<file path="src/rtl/fcims_ledger.sv">
// Food-court ledger: per-item price/stock tables, running till total, shift-add line pricing.
// Optional FCIMS_LOW_STOCK_EN adds registered per-item low-stock flags (stock < LOW_THR).
module fcims_ledger #(
    parameter  int N_ITEMS = 4,
    parameter  int CNT_W   = 4,
    parameter  int PRICE_W = 4,
    parameter  int TOTAL_W = 8,
    parameter  int LOW_THR = 2,
    localparam int ITEM_W  = (N_ITEMS > 1) ? $clog2(N_ITEMS) : 1,
    localparam int LP_W    = PRICE_W + CNT_W
) (
    input  logic               clk,
    input  logic               reset,
    input  logic               in_valid,
    output logic               in_ready,
    input  logic [1:0]         in_op,
    input  logic [ITEM_W-1:0]  in_item,
    input  logic [CNT_W-1:0]   in_qty,
    input  logic [PRICE_W-1:0] in_price,
    input  logic               clear_total,
    output logic               resp_valid,
    output logic [1:0]         resp_status,
    output logic [LP_W-1:0]    line_price,
    output logic [TOTAL_W-1:0] total,
    input  logic [ITEM_W-1:0]  rd_item,
    output logic [CNT_W-1:0]   rd_stock,
    output logic [N_ITEMS-1:0] low_stock
);
    localparam int CW = $clog2(CNT_W) + 1;

    localparam logic [1:0] OP_RESTOCK = 2'b00, OP_SELL = 2'b01, OP_PRICE = 2'b10, OP_REFUND = 2'b11;
    localparam logic [1:0] ST_OK = 2'b00, ST_INS = 2'b01, ST_BAD = 2'b10, ST_SAT = 2'b11;

    typedef enum logic [1:0] {IDLE, MUL, RESP} state_t;
    state_t state, next;

    logic [CNT_W-1:0]   stock [N_ITEMS];
    logic [PRICE_W-1:0] price [N_ITEMS];

    logic [1:0]         op_q;
    logic [ITEM_W-1:0]  item_q;
    logic               item_ok_q;
    logic [CNT_W-1:0]   qty_q;
    logic [PRICE_W-1:0] price_q;
    logic [LP_W-1:0]    acc, mcand;
    logic [CNT_W-1:0]   mq;
    logic [CW-1:0]      cnt;

    logic               in_ok;
    logic [ITEM_W-1:0]  in_idx, sidx;
    logic [CNT_W-1:0]   cur_stock, stock_add, new_stock;
    logic [CNT_W:0]     stock_sum;
    logic [TOTAL_W-1:0] lp_ext, new_total;
    logic [TOTAL_W:0]   tot_sum;
    logic               wr_stock, wr_total;
    logic [1:0]         st;

    assign in_ok    = 32'(in_item) < N_ITEMS;
    assign in_idx   = in_ok ? in_item : '0;
    assign sidx     = item_ok_q ? item_q : '0;
    assign in_ready = (state == IDLE);
    assign rd_stock = (32'(rd_item) < N_ITEMS) ? stock[rd_item] : '0;

    always_ff @(posedge clk) begin
        if (!reset) state <= IDLE;
        else        state <= next;
    end

    always_comb begin
        next = state;
        case (state)
            IDLE: if (in_valid)
                      next = (!in_ok || in_op == OP_RESTOCK || in_op == OP_PRICE) ? RESP : MUL;
            MUL:  if (cnt == CW'(CNT_W - 1)) next = RESP;
            RESP: next = IDLE;
            default: next = IDLE;
        endcase
    end

    // Commit arithmetic for the latched transaction; applied only in RESP.
    always_comb begin
        cur_stock = stock[sidx];
        stock_sum = {1'b0, cur_stock} + {1'b0, qty_q};
        stock_add = stock_sum[CNT_W] ? '1 : stock_sum[CNT_W-1:0];
        lp_ext    = TOTAL_W'(acc);
        tot_sum   = {1'b0, total} + {1'b0, lp_ext};
        new_stock = cur_stock;
        new_total = total;
        wr_stock  = 1'b0;
        wr_total  = 1'b0;
        st        = ST_OK;
        if (!item_ok_q) begin
            st = ST_BAD;
        end else begin
            case (op_q)
                OP_RESTOCK: begin
                    new_stock = stock_add;
                    wr_stock  = 1'b1;
                    if (stock_sum[CNT_W]) st = ST_SAT;
                end
                OP_SELL: begin
                    if (cur_stock < qty_q) begin
                        st = ST_INS;
                    end else begin
                        new_stock = cur_stock - qty_q;
                        wr_stock  = 1'b1;
                        wr_total  = 1'b1;
                        new_total = tot_sum[TOTAL_W] ? '1 : tot_sum[TOTAL_W-1:0];
                        if (tot_sum[TOTAL_W]) st = ST_SAT;
                    end
                end
                OP_REFUND: begin
                    if (total < lp_ext) begin
                        st = ST_INS;
                    end else begin
                        new_total = total - lp_ext;
                        wr_total  = 1'b1;
                        new_stock = stock_add;
                        wr_stock  = 1'b1;
                        if (stock_sum[CNT_W]) st = ST_SAT;
                    end
                end
                default: ;
            endcase
        end
    end

    always_ff @(posedge clk) begin
        if (!reset) begin
            for (int i = 0; i < N_ITEMS; i++) begin
                stock[i] <= '0;
                price[i] <= '0;
            end
            total       <= '0;
            line_price  <= '0;
            resp_valid  <= 1'b0;
            resp_status <= ST_OK;
            op_q        <= '0;
            item_q      <= '0;
            item_ok_q   <= 1'b0;
            qty_q       <= '0;
            price_q     <= '0;
            acc         <= '0;
            mcand       <= '0;
            mq          <= '0;
            cnt         <= '0;
        end else begin
            resp_valid <= 1'b0;
            case (state)
                IDLE: if (in_valid) begin
                    op_q      <= in_op;
                    item_q    <= in_item;
                    item_ok_q <= in_ok;
                    qty_q     <= in_qty;
                    price_q   <= in_price;
                    acc       <= '0;
                    mcand     <= LP_W'(price[in_idx]);
                    mq        <= in_qty;
                    cnt       <= '0;
                end
                MUL: begin
                    if (mq[0]) acc <= acc + mcand;
                    mcand <= mcand << 1;
                    mq    <= mq >> 1;
                    cnt   <= cnt + CW'(1);
                end
                RESP: begin
                    resp_valid  <= 1'b1;
                    resp_status <= st;
                    if (wr_stock) stock[sidx] <= new_stock;
                    if (wr_total) total <= new_total;
                    if (item_ok_q && op_q == OP_PRICE) price[sidx] <= price_q;
                    if (item_ok_q && (op_q == OP_SELL || op_q == OP_REFUND)) line_price <= acc;
                end
                default: ;
            endcase
            // Clear wins over any same-edge commit to the total.
            if (clear_total) total <= '0;
        end
    end

`ifdef FCIMS_LOW_STOCK_EN
    always_ff @(posedge clk) begin
        if (!reset) begin
            low_stock <= '0;
        end else begin
            for (int i = 0; i < N_ITEMS; i++)
                low_stock[i] <= 32'(stock[i]) < LOW_THR;
        end
    end
`else
    assign low_stock = '0;
`endif

endmodule

</file>
<file path="config.mk">
export PLATFORM = sky130hd
export DESIGN_NAME = fcims_ledger
export DESIGN_NICKNAME = d
export VERILOG_FILES = /design/src/rtl/fcims_ledger.sv
export SDC_FILE = /design/constraint.sdc
export NUM_CORES = 1
export LEC_CHECK = 0
export CAP_MARGIN = 20
export CORE_UTILIZATION = 58
export DETAILED_ROUTE_END_ITERATION = 8
export GPL_ROUTABILITY_DRIVEN = 0
export PLACE_DENSITY = 0.82
export SLEW_MARGIN = 0
export SYNTH_ARGS = -nofsm -noshare
export SYNTH_HDL_FRONTEND = slang
export SYNTH_SLANG_ARGS = --single-unit
</file>
<file path="constraint.sdc">
create_clock -name clk -period 3.7 [get_ports clk]
set_input_delay 0.37 -clock clk [delete_from_list [all_inputs] [get_ports clk]]
set_output_delay 0.37 -clock clk [all_outputs]
set_load 0.01 [all_outputs]
</file>
==> impl_metrics.py <==
metrics = {
    "status": {
        "outcome": "completed",
    },
    "layout": {
        "stdcell_count": 716,
        "area_growth_pct": 13.2,
        "nNetsFinal": 662,
        "ff_latch_area_um2": 2100,
        "drive_above_1_share_pct": 6.71,
        "multi_input_area_um2": 2740,
        "fillers": 670,
        "final_util_pct": 68.9,
        "num_antenna_cells": 0,
    },
    "sta": {
        "max_freq_mhz": 288,
        "hold_viol": 0,
        "tightest_slew_ps": 858,
        "finalMaxSlewViolations": 0,
        "rsz0062_at_grt": "false",
        "setup_slack_ps": 231,
        "finalSetupViolCount": 0,
        "slew_headroom_pct": 42.7,
        "skew_ps": 10.6,
        "layout_min_cycle_time_ps": 3470,
        "finalSetupTns_ps": 0,
        "finalCritPeriodShare_pct": 93.8,
    },
    "synthesis": {
        "synth-adder-area-share_pct": 10.1,
        "synthTopCellsByCount": "nand2_1 (82), nor2_1 (64), dfxtp_1 (57), a21oi_1 (50), ha_1 (33)",
        "synthFlopType": "dfxtp_1",
        "synth_top_area_share_pct": 22.4,
        "ys_ff_latch": 89,
        "synthArstFlopShare_pct": 0,
        "synth_top_family_by_area": "simple AND/OR/NAND/NOR gates",
        "synth_area_leaders": "dfxtp_1 (22%), edfxtp_1 (19%), ha_1 (8.1%), nand2_1 (6.0%), a21oi_1 (4.9%)",
        "yosysSeqAreaShare_pct": 41.2,
        "synth.area.mux_share_pct": 4.32,
        "post-synth-top-area-cell": "dfxtp_1",
        "synth-compound-area-share_pct": 18.2,
        "ys_warn_count": 0,
        "synth-simple-area-share_pct": 19.0,
        "synthesis.area_um2": 5100,
        "yosysMostFrequentCell": "nand2_1",
        "synth_edf_count": 32,
        "yosys.area_share.xor_xnor_pct": 1.89,
        "synthDistinctLibCells": 59,
        "avgSynthCellArea_um2": 8.83,
        "syn_inst": 578,
    },
    "critical_path": {
        "critPathMaxStageDelay_ps": 650,
        "crit_family": "compound AO/OA/AOI/OAI gates",
        "critPathBufInv": 1,
        "timing.rr.end": "stock[1][2]$_SDFFCE_PN0P_",
        "critPathRequiredTime_ps": 3810,
        "critPathArrivalTime_ps": 3580,
        "worst_r2r_path_depth": 14,
        "rrSetupSlack_ps": 230,
        "cp_slowest_cell": "dfxtp_1",
        "worstSetupEndpointType": "register",
        "critical_path_class": "reg -> reg",
        "reg2reg_from": "item_q[0]$_SDFFE_PN0P_",
        "path_cells": "mux2i_1, nand2_1, o21ai_0, nand2_1, o21ai_0, ha_1, fa_1, inv_1, a21o_1, a21oi_1, nand3b_1, nor2_1, o311a_1, and3_1",
        "worstSetupStartpointType": "register",
        "cp_max_fo": 12,
    },
    "placement": {
        "dpl.cell_count": 700,
        "numPortBuffers": 41,
        "dpl_worst_slack_ps": 322,
        "hpwl_um": 8910,
    },
    "worst_hold_path": {
        "hold_depth": 2,
        "min-delay-start": "line_price[7]$_SDFFE_PN0P_",
        "hold_class": "reg -> reg",
        "min_to": "line_price[7]$_SDFFE_PN0P_",
    },
    "cts": {
        "cts_sinks": 89,
        "clock_latency_ps": 360,
        "htree_num_levels": 3,
        "post_cts_resized": 0,
        "clkTransAtPathRegs_ps": 90,
        "cts_tree": "done",
        "clockBufferDepth": 2,
        "hold_buffers": 0,
        "cts_root_buffer": "clkbuf_8",
        "cts_buffers": 9,
        "postCtsSetupBuffers": 0,
    },
    "global_routing": {
        "grt_overflow_total": 0,
        "antenna_found_initial": 0,
        "grt_max_degree": 46,
        "grtUsageTotal_pct": 29.4,
        "grt_pass1_wl_um": 20400,
        "grt_pass1_vias": 4202,
    },
    "power": {
        "seq_power_share_pct": 52.5,
        "leakage_nw": 2.31,
        "power.total_mw": 2.05,
        "powerDensity_nw_per_um2": 355,
        "p_int_mw": 1.51,
        "combPwrFrac_pct": 11.9,
        "peakVddDrop_uv": 243,
        "p_switching_mw": 0.542,
        "netSwitchingFraction_pct": 26.5,
        "p_clk_share_pct": 35.6,
    },
    "detailed_routing": {
        "drt-pass1-iter-count": 5,
        "drt-initial-drc-count": 263,
        "vias": 4412,
        "ant_nets": 0,
        "drc_errors": 0,
        "wire_per_inst_um": 17.3,
        "viasPerCell": 6.16,
        "drt-total-wl_um": 12400,
    },
    "die": {
        "rows": 33,
        "die_x_um": 95.8,
        "core_um2": 8380,
        "num_io_pins": 46,
        "die_y_um": 95.8,
        "start_util_pct": 60.9,
        "dieArea_um2": 9180,
    },
    "flow_run": {
        "maxCapViolCount": 0,
    },
}
==> layout make-up <==
class,count,share of cell area (%)
Clock inverter,6,1.21
Timing Repair Buffer,47,7.89
Inverter,33,2.14
Tap cell,105,2.27
Clock buffer,10,2.58
Sequential cell,89,36.4
Multi-Input combinational cell,426,47.5
==> metrics by stage <==
step	cell area, um^2	hold WS, ps
2_1_floorplan	5110	437
3_3_place_gp	5560	443
3_5_place_dp	5560	450
4_1_cts	5780	463
5_1_grt	5780	489
6_report	5780	460
==> placed cells by master (no fill, tap or decap), types with 5 or more instances in the layout <==
cell type / n
nor2_1: 64
dfxtp_1: 57
nor3_1: 15
clkdlybuf4s50_1: 41
buf_4: 6
mux4_2: 8
inv_1: 32
o21a_1: 6
nor2b_1: 8
fa_1: 5
edfxtp_1: 32
a22oi_1: 8
nand2b_1: 8
nand2_1: 82
nand3_1: 18
a31oi_1: 8
clkbuf_8: 9
o21ai_0: 27
and2_1: 7
xnor2_1: 8
a21oi_1: 50
ha_1: 33
a21o_1: 7
==> kinds of logic (layout without fill, tap and decap cells) <==
group / Yosys count / in the layout
and+or+nand+nor: 218 / 218
AOI/OAI and AO/OA: 143 / 143
adders and majority gates: 38 / 38
DFF: 89 / 89
buffers and inverters: 66 / 96
other: 1 / 4
muxes: 12 / 12
xor gates and xnor gates: 11 / 11
==> how the worst max path moves through the flow <==
stage,start,to,slack [ps],depth (start not counted)
floorplan,item_q[0]$_SDFFE_PN0P_,stock[1][2]$_SDFFCE_PN0P_,530,12
global placement,item_q[0]$_SDFFE_PN0P_,stock[0][0]$_SDFFCE_PN0P_,500,13
detailed placement,item_q[0]$_SDFFE_PN0P_,stock[1][2]$_SDFFCE_PN0P_,320,14
CTS,item_q[0]$_SDFFE_PN0P_,stock[1][2]$_SDFFCE_PN0P_,300,14
global route,item_q[0]$_SDFFE_PN0P_,stock[1][2]$_SDFFCE_PN0P_,80,14
finish,item_q[0]$_SDFFE_PN0P_,stock[1][2]$_SDFFCE_PN0P_,230,14
==> layer usage <==
layer	track usage [%]	share of wire [%]	vias up
met5	0	0	-
met4	13.3	3.2	0
met3	3.40	6.2	35
met2	50.7	50	189
met1	37.0	41	2117
li1	-	-	2071
==> power by group through the flow <==
| stage | Clock [mW] | Combinational [mW] | Sequential (mW) |
|---|---|---|---|
| 6_report | 0.729 | 0.243 | 1.07 |
| 5_1_grt | 0.777 | 0.268 | 1.08 |
| 4_1_cts | 0.737 | 0.242 | 1.07 |
| 3_5_place_dp | 0 | 0.238 | 1.10 |
| 3_3_place_gp | 0 | 0.231 | 1.09 |
| 2_1_floorplan | 0 | 0.170 | 1.08 |
==> registers in the layout, indices dropped and copies added, names as in the netlist, 3 cells and up <==
signal and cells:
price 16, stock 16, acc 8, line_price 8
mcand 8, total 8, mq 4, price_q 4
qty_q 4, cnt 3
==> worst reg2reg max path, cell delays in order, from the launching register on <==
cell and delay (ps):
dfxtp_1 650, mux2i_1 260, nand2_1 60, o21ai_0 90, nand2_1 60, o21ai_0 120, ha_1 240, fa_1 220
inv_1 50, a21o_1 170, a21oi_1 350, nand3b_1 250, nor2_1 70, o311a_1 410, and3_1 210
No activity file was read; power rests on OpenSTA's default activity.
